File: src/rtl/spiflash_avs_rom.sv
// Avalon-MM read-only slave in front of a fixed-latency synchronous ROM.
// Bursts of up to 3 words are expanded into sequential memory reads; returns
// are tracked by a valid/address shift pipeline matching the memory latency.
// A one-entry last-word cache answers repeated single-word reads directly.
module spiflash_avs_rom #(
   parameter int unsigned ADDR_W      = 19,
   parameter int unsigned DATA_W      = 32,
   parameter int unsigned MEM_LATENCY = 2,
   parameter bit          CACHE_EN    = 1'b1
) (
   input  logic              clk,
   input  logic              resetn,
   input  logic [ADDR_W-1:0] avs_address,
   input  logic              avs_read,
   input  logic [1:0]        avs_burstcount,
   output logic              avs_waitrequest,
   output logic [DATA_W-1:0] avs_readdata,
   output logic              avs_readdatavalid,
   output logic [ADDR_W-1:0] mem_addr,
   output logic              mem_rd,
   input  logic [DATA_W-1:0] mem_rdata,
   input  logic              cache_inv,
   output logic [15:0]       hit_count
);

   typedef enum logic {ST_IDLE, ST_ISSUE} state_t;

   state_t            state_q, state_d;
   logic              ready_q;
   logic [ADDR_W-1:0] base_q, base_d;
   logic [1:0]        idx_q, idx_d;
   logic [1:0]        last_q, last_d;

   logic [MEM_LATENCY-1:0] vld_pipe_q;
   logic [ADDR_W-1:0]      adr_pipe_q [MEM_LATENCY];

   logic              cvalid_q;
   logic [ADDR_W-1:0] caddr_q;
   logic [DATA_W-1:0] cdata_q;

   logic              rvalid_q;
   logic [DATA_W-1:0] rdata_q;
   logic [15:0]       hits_q;

   logic accept, hit, pipe_empty, fill;

   assign pipe_empty        = (vld_pipe_q == '0);
   assign fill              = vld_pipe_q[MEM_LATENCY-1];
   assign avs_readdata      = rdata_q;
   assign avs_readdatavalid = rvalid_q;
   assign hit_count         = hits_q;

   // State, burst base address and word index registers
   always_ff @(posedge clk or negedge resetn) begin
      if (!resetn) begin
         state_q <= ST_IDLE;
         ready_q <= 1'b0;
         base_q  <= '0;
         idx_q   <= '0;
         last_q  <= '0;
      end else begin
         state_q <= state_d;
         ready_q <= 1'b1;
         base_q  <= base_d;
         idx_q   <= idx_d;
         last_q  <= last_d;
      end
   end

   // Next-state logic: accept/hit decision in IDLE, one memory read per cycle in ISSUE
   always_comb begin
      state_d         = state_q;
      base_d          = base_q;
      idx_d           = idx_q;
      last_d          = last_q;
      avs_waitrequest = 1'b1;
      mem_rd          = 1'b0;
      mem_addr        = base_q + ADDR_W'(idx_q);
      accept          = 1'b0;
      hit             = 1'b0;
      case (state_q)
         ST_IDLE: begin
            // ready_q holds waitrequest high during and just after reset
            avs_waitrequest = !ready_q;
            accept          = avs_read && ready_q;
            // hits only with nothing in flight, so responses stay in order
            hit             = CACHE_EN && accept && (avs_burstcount <= 2'd1) &&
                              cvalid_q && (avs_address == caddr_q) && pipe_empty;
            if (accept && !hit) begin
               state_d = ST_ISSUE;
               base_d  = avs_address;
               idx_d   = '0;
               last_d  = (avs_burstcount == 2'd0) ? 2'd0 : avs_burstcount - 2'd1;
            end
         end
         ST_ISSUE: begin
            mem_rd = 1'b1;
            idx_d  = idx_q + 2'd1;
            if (idx_q == last_q) begin
               state_d = ST_IDLE;
            end
         end
         default: state_d = ST_IDLE;
      endcase
   end

   // Shift pipeline marking which cycle a memory word (and its address) returns
   always_ff @(posedge clk or negedge resetn) begin
      if (!resetn) begin
         vld_pipe_q <= '0;
         for (int unsigned i = 0; i < MEM_LATENCY; i++) begin
            adr_pipe_q[i] <= '0;
         end
      end else begin
         vld_pipe_q[0] <= mem_rd;
         adr_pipe_q[0] <= mem_addr;
         for (int unsigned i = 1; i < MEM_LATENCY; i++) begin
            vld_pipe_q[i] <= vld_pipe_q[i-1];
            adr_pipe_q[i] <= adr_pipe_q[i-1];
         end
      end
   end

   // Last-word cache: every returned word refills it; invalidate beats a same-edge fill
   always_ff @(posedge clk or negedge resetn) begin
      if (!resetn) begin
         cvalid_q <= 1'b0;
         caddr_q  <= '0;
         cdata_q  <= '0;
      end else begin
         if (fill) begin
            caddr_q <= adr_pipe_q[MEM_LATENCY-1];
            cdata_q <= mem_rdata;
         end
         if (cache_inv) begin
            cvalid_q <= 1'b0;
         end else if (fill) begin
            cvalid_q <= 1'b1;
         end
      end
   end

   // Registered read response and saturating hit counter
   always_ff @(posedge clk or negedge resetn) begin
      if (!resetn) begin
         rvalid_q <= 1'b0;
         rdata_q  <= '0;
         hits_q   <= '0;
      end else begin
         rvalid_q <= fill || hit;
         if (fill) begin
            rdata_q <= mem_rdata;
         end else if (hit) begin
            rdata_q <= cdata_q;
         end
         if (hit && (hits_q != 16'hFFFF)) begin
            hits_q <= hits_q + 16'd1;
         end
      end
   end

endmodule

File: config.mk
export PLATFORM = sky130hd
export DESIGN_NAME = spiflash_avs_rom
export DESIGN_NICKNAME = d
export VERILOG_FILES = /design/src/rtl/spiflash_avs_rom.sv
export SDC_FILE = /design/constraint.sdc
export NUM_CORES = 1
export LEC_CHECK = 0
export CAP_MARGIN = 20
export CORE_ASPECT_RATIO = 0.75
export CORE_MARGIN = 1
export CORE_UTILIZATION = 47
export DETAILED_ROUTE_END_ITERATION = 8
export HOLD_SLACK_MARGIN = 0.02
export PLACE_DENSITY = 0.76
export SLEW_MARGIN = 20
export SYNTH_ARGS = -nofsm -noshare
export SYNTH_HDL_FRONTEND = slang
export SYNTH_SLANG_ARGS = --single-unit
File: constraint.sdc
create_clock -name clk -period 1.91 [get_ports clk]
set_input_delay 0.191 -clock clk [delete_from_list [all_inputs] [get_ports clk]]
set_output_delay 0.191 -clock clk [all_outputs]
set_load 0.01 [all_outputs]
# Word-level counts from Yosys, hierarchy flattened
# Index checks and enable logic that the tools add are counted.
dict set report op_classes {
  n_addsub 4
  mul 0
  n_div 0
  n_lt_le_gt_ge 1
  n_eq_ne 4
  n_shift 0
  muxes 13
  bitwise_logic 1
  n_reduce_logical 15
}
# operator n
set ops {}
lappend ops {{32-bit 2-to-1 mux} 2}
lappend ops {{19-bit by 2-bit adder with 19-bit output} 1}
lappend ops {{19-bit equality test} 1}
lappend ops {{16-bit by 1-bit adder with 16-bit output (second input constant)} 1}
lappend ops {{16-bit inequality test (second input constant)} 1}
lappend ops {{1-bit logical AND} 7}
lappend ops {{1-bit 2-to-1 mux} 7}
lappend ops {{2-bit zero test} 2}
lappend ops {{2-bit 2-to-1 mux} 2}
lappend ops {{2-bit one-hot mux with 2 select lines} 1}
lappend ops {{2-bit nonzero test} 2}
lappend ops {{2-bit by 1-bit adder with 2-bit output (second input constant)} 1}
lappend ops {{2-bit equality test} 1}
lappend ops {{2-bit by 1-bit less-or-equal comparator with 1-bit output (second input constant)} 1}
lappend ops {{1-bit zero test} 2}
lappend ops {{2-bit inequality test (second input constant)} 1}
lappend ops {{1-bit one-hot mux with 2 select lines} 1}
lappend ops {{2-bit AND reduction} 1}
lappend ops {{2-bit by 1-bit subtractor with 2-bit output (second input constant)} 1}
lappend ops {{1-bit logical OR} 1}
lappend ops {{1-bit NOT} 1}
dict set report word_totals {
  regBits 166
  latch_bits 0
  ramBits 0
  rom_bits 0
  inputBits 57
  out_inout_bits 70
  elab_cells 52
  mem_count 0
}

# Depth between registers and ports, before layout
dict set report logic_depth {
  word_depth 9
  ltp_mapped 8
}

# Worst setup path before layout
# No wires, ideal clock.
dict set report synth_timing {
  path_kind {register to output}
  from {reg idx_q[0]}
  to {out mem_addr[14]}
  arrival_time_ps 2048
  slack_ps -329
  path_stages_with_launch 9
  path_buffers 0
  path_cell_list {dfrtp_1 ha_1 inv_1 fa_1 nor2_1 and4_1 and4_1 nand3_1 xnor2_1}
}
dict set report synth_via {
  elab_chain_cells 1
}
# element line_no
set synth_lines {}
lappend synth_lines {{from (decl)} 31} ;# logic [1:0] idx_q, idx_d;
lappend synth_lines {{from (signal assigned)} 65} ;# idx_q <= idx_d;
lappend synth_lines {{19-bit by 2-bit adder with 19-bit output} 78} ;# mem_addr = base_q + ADDR_W'(idx_q);
lappend synth_lines {{to (decl)} 19} ;# output logic [ADDR_W-1:0] mem_addr,
# Every way passes these cells.

# Worst setup path in the final report
dict set report layout_timing {
  from {reg idx_q[0]}
  to {out mem_addr[18]}
}
# Same word-level chain as after synthesis.

==> impl_metrics.csv <==
group,metric,value,unit
timing,tightest_slew,0.573,ns
grt,grt_usage,22.5,%
yosys,yosys.area_share.adder,0.870,%
setup_path,crit_path_end_kind,"output pin",
setup_path,startpoint_type,"register",
die,design.die.area,14600,sq um
timing,skew,0.00962,ns
route,vias,4307,
yosys,synthCells,444,
timing,layout_setup_ws,-0.721,ns
die,start_util,48.1,%
timing,fmax,0.380,GHz
clocking,cts_buffer_depth,2,
placement,pre_cts_ws,-0.648,ns
yosys,synth_top_family_by_area,"multiplexers",
setup_path,critPathLaunch,"idx_q[0]",
pwr,p_leak,4.38,nW
timing,finalHoldViolCount,0,
yosys,async_flop_share,100,%
setup_path,regToRegEndpoint,"avs_readdata[7]",
yosys,synthXorXnorAreaFrac,6.49,%
route,dr.pass1.iters,9,
timing,fin_crit_sh,138,%
yosys,ys_seq_elements,166,
setup_path,crit_end,"mem_addr[18]",
clocking,cts_root_buffer,"clkbuf_16",
setup_path,critPathRequiredTime,1.72,ns
grt,grt_overflow,0,
yosys,synthSimpleGateAreaFrac,6.90,%
grt,grt_max_degree,60,
yosys,synth-warning-count,0,
setup_path,arrival,2.44,ns
die,fp.coreArea,13700,sq um
route,postRouteAntennaNets,0,
timing,fin_setup_tns,-15.24,ns
grt,grt_pass1_wl,24800,um
clocking,htreeDepth,4,
die,die_h,105,um
die,pin_count,127,
route,wl_per_cell,18.2,um
placement,dp_hpwl,9770,um
yosys,synth-edff-count,0,
placement,dp.cells,782,
yosys,synth-compound-area-share,1.13,%
pwr,peakVddDrop,1010,uV
die,row_count,37,
yosys,synth_top_flop_cell,"dfrtp_1",
timing,final-setup-viol-count,86,
setup_path,r2r_slack,-0.16,ns
outcome,status,"finished with violations",
layout,syn_to_final_growth,46.9,%
clocking,clock_sink_count,166,
route,wl,15400,um
grt,antenna_found_initial,0,
layout,drive_gt1_share,43.3,%
placement,gp_congestion,0.803,
flow_run,maxCapViolations,0,
timing,maxSlewHeadroom,61.8,%
yosys,syn-num-nets,505,
setup_path,crit_fanout,4,
yosys,ys_seq_area_share,62.8,%
layout,nets,716,
outcome,violations,"design-rule violations, negative setup slack",
clocking,clkLatencyLatePin,0.43,ns
timing,grt_setup_unrepaired,"true",
setup_path,critPathKind,"register to output pin",
die,dieWidth,139,um
layout,antennaDiodeCount,0,
clocking,cts_tree,"yes",
min_path,hp-class,"input port to async pin",
yosys,syn_area_per_cell,14.9,sq um
layout,multi_input_area,2680,sq um
setup_path,r2r-start,"caddr_q[7]",
clocking,cts-buffers-inserted,17,
route,drt_iter0_drc,276,
clocking,path_clk_slew,0.06,ns
pwr,power.density,1670,nW/um^2
timing,slew_violations,0,
timing,post-route-min-period,2.63,ns
placement,io_buffers,126,
route,route.detailed.drc,14,
timing,timing.hold.ws,0.298,ns
yosys,syn-cell-area,6620,sq um
yosys,muxShareOfSynthArea,19.7,%
route,routed_via_density,5.11,
yosys,synth_cell_types,35,
layout,fill_cells,881,
setup_path,rr_worst_depth,8,
layout,seq_area,4160,sq um
layout,layout.cells.non_filler,843,
grt,grt_pass1_vias,4713,
pwr,power,16.2,mW
[worst min path at each step]
stage | start | endpoint | slack (ns) | depth (start not counted)
5_1_grt | cache_inv | cvalid_q | 0.30 | 2
6_report | resetn | hit_count[14] | 0.30 | 2
2_1_floorplan | resetn | adr_pipe_q[0] | -0.10 | 0
3_3_place_gp | resetn | hit_count[14] | 0.20 | 1
3_5_place_dp | resetn | hit_count[14] | 0.21 | 1
4_1_cts | cache_inv | cvalid_q | 0.29 | 2
[routing by layer]
metal	up-vias	global-route usage, %	wire (um)
met3	20	5.27	837
met1	2199	31.1	7020
met4	0	9.52	252
met5	-	0	0
li1	1950	-	-
met2	138	34.3	7260
[layout make-up]
class / count / area share [%]
clock inverter: 7 / 0.927
clock buffer: 25 / 5.41
inverter: 10 / 0.386
sequential: 166 / 42.8
tap: 175 / 2.25
timing repair buffer: 206 / 20.7
multi-input combinational: 254 / 27.6
[critical path: stages (launching register included)]
cell     delay, ns
dfrtp_1       0.36
ha_2          0.20
inv_2         0.04
fa_2          0.37
nor2_4        0.12
and4_4        0.23
and4_4        0.27
nand3_2       0.10
xnor2_2       0.18
buf_2         0.15
[metrics by stage]
stage	utilization (%)	instance area [sq um]
after floorplan	-	6660
after global placement	61.9	8510
after detailed placement	61.9	8510
after CTS	69.8	9600
after global routing	70.7	9720
final	70.7	9720
[registers in the layout, indices dropped and copies added, names as in the netlist]
name and flops:
adr_pipe_q 38, avs_readdata 32, avs_readdatavalid 1, base_q 19, caddr_q 19, cdata_q 32
cvalid_q 1, hit_count 16, idx_q 2, last_q 2, ready_q 1, state_q 1
vld_pipe_q 2
[synthesized netlist by cell type (3+ instances only)]
| cell type | count | area share, % |
|---|---|---|
| mux2_4 | 30 | 6.8 |
| nor2_1 | 7 | 0.40 |
| o21ai_0 | 5 | 0.38 |
| nand2_1 | 18 | 1.0 |
| buf_2 | 4 | 0.30 |
| and4_1 | 3 | 0.40 |
| nor4_1 | 5 | 0.47 |
| nand4_1 | 9 | 0.85 |
| inv_1 | 10 | 0.57 |
| a221oi_1 | 3 | 0.40 |
| and3_1 | 12 | 1.1 |
| ha_1 | 3 | 0.57 |
| buf_6 | 5 | 0.85 |
| nor2b_1 | 3 | 0.28 |
| nand3_1 | 15 | 1.1 |
| mux2_2 | 74 | 13 |
| dfrtp_1 | 166 | 63 |
| xor2_1 | 26 | 3.4 |
| xnor2_1 | 23 | 3.0 |
| buf_1 | 4 | 0.23 |
[cells by family after synthesis]
kind of cell	after synthesis
AOI/OAI and AO/OA	11
xor gates and xnor gates	49
adders and majority gates	4
buffers and inverters	24
DFF	166
muxes	106
other	1
and+or+nand+nor	83
[placed cells by master (no fill, tap or decap), types with 2 or more instances in the layout]
| master | synthesis | layout |
|---|---|---|
| clkdlybuf4s50_1 | 0 | 106 |
| nor2b_1 | 3 | 2 |
| nand3_4 | 0 | 4 |
| clkinv_2 | 0 | 3 |
| mux2_2 | 74 | 74 |
| nand3_1 | 15 | 6 |
| and3_4 | 0 | 2 |
| xnor2_2 | 0 | 13 |
| mux2_4 | 30 | 30 |
| nor2_1 | 7 | 5 |
| nand2b_1 | 2 | 2 |
| buf_8 | 0 | 2 |
| clkinvlp_4 | 0 | 2 |
| inv_2 | 0 | 2 |
| xnor2_1 | 23 | 9 |
| buf_2 | 4 | 14 |
| clkbuf_8 | 0 | 7 |
| buf_6 | 5 | 18 |
| xor2_2 | 0 | 5 |
| buf_12 | 0 | 8 |
| clkbuf_16 | 0 | 18 |
| nor2_4 | 2 | 4 |
| and3_1 | 12 | 10 |
| xor2_1 | 26 | 20 |
| nand4_1 | 9 | 9 |
| nand2_4 | 0 | 3 |
| and4_4 | 0 | 2 |
| inv_1 | 10 | 8 |
| ha_2 | 0 | 2 |
| bufinv_16 | 0 | 2 |
| nand2_1 | 18 | 14 |
| mux2i_1 | 2 | 2 |
| buf_4 | 1 | 52 |
| nor4_1 | 5 | 4 |
| nand3_2 | 0 | 5 |
| dfrtp_1 | 166 | 165 |
| a221oi_1 | 3 | 3 |
| o21ai_0 | 5 | 4 |
[repair_timing]
action                                  CTS  global route
hold buffers                              1             0
endpoints found under the setup margin   89            94
pin swaps                                27            16
setup buffers                            21            10
resized for setup                       121            30
hold endpoints to repair                 54             0
gates cloned                              5             0
[power breakdown]
| group | internal [mW] | switching, mW |
|---|---|---|
| sequential | 5.16 | 0.839 |
| combinational | 4.03 | 2.66 |
| clock | 2.16 | 1.36 |
Power figures use the tool's default switching activity.
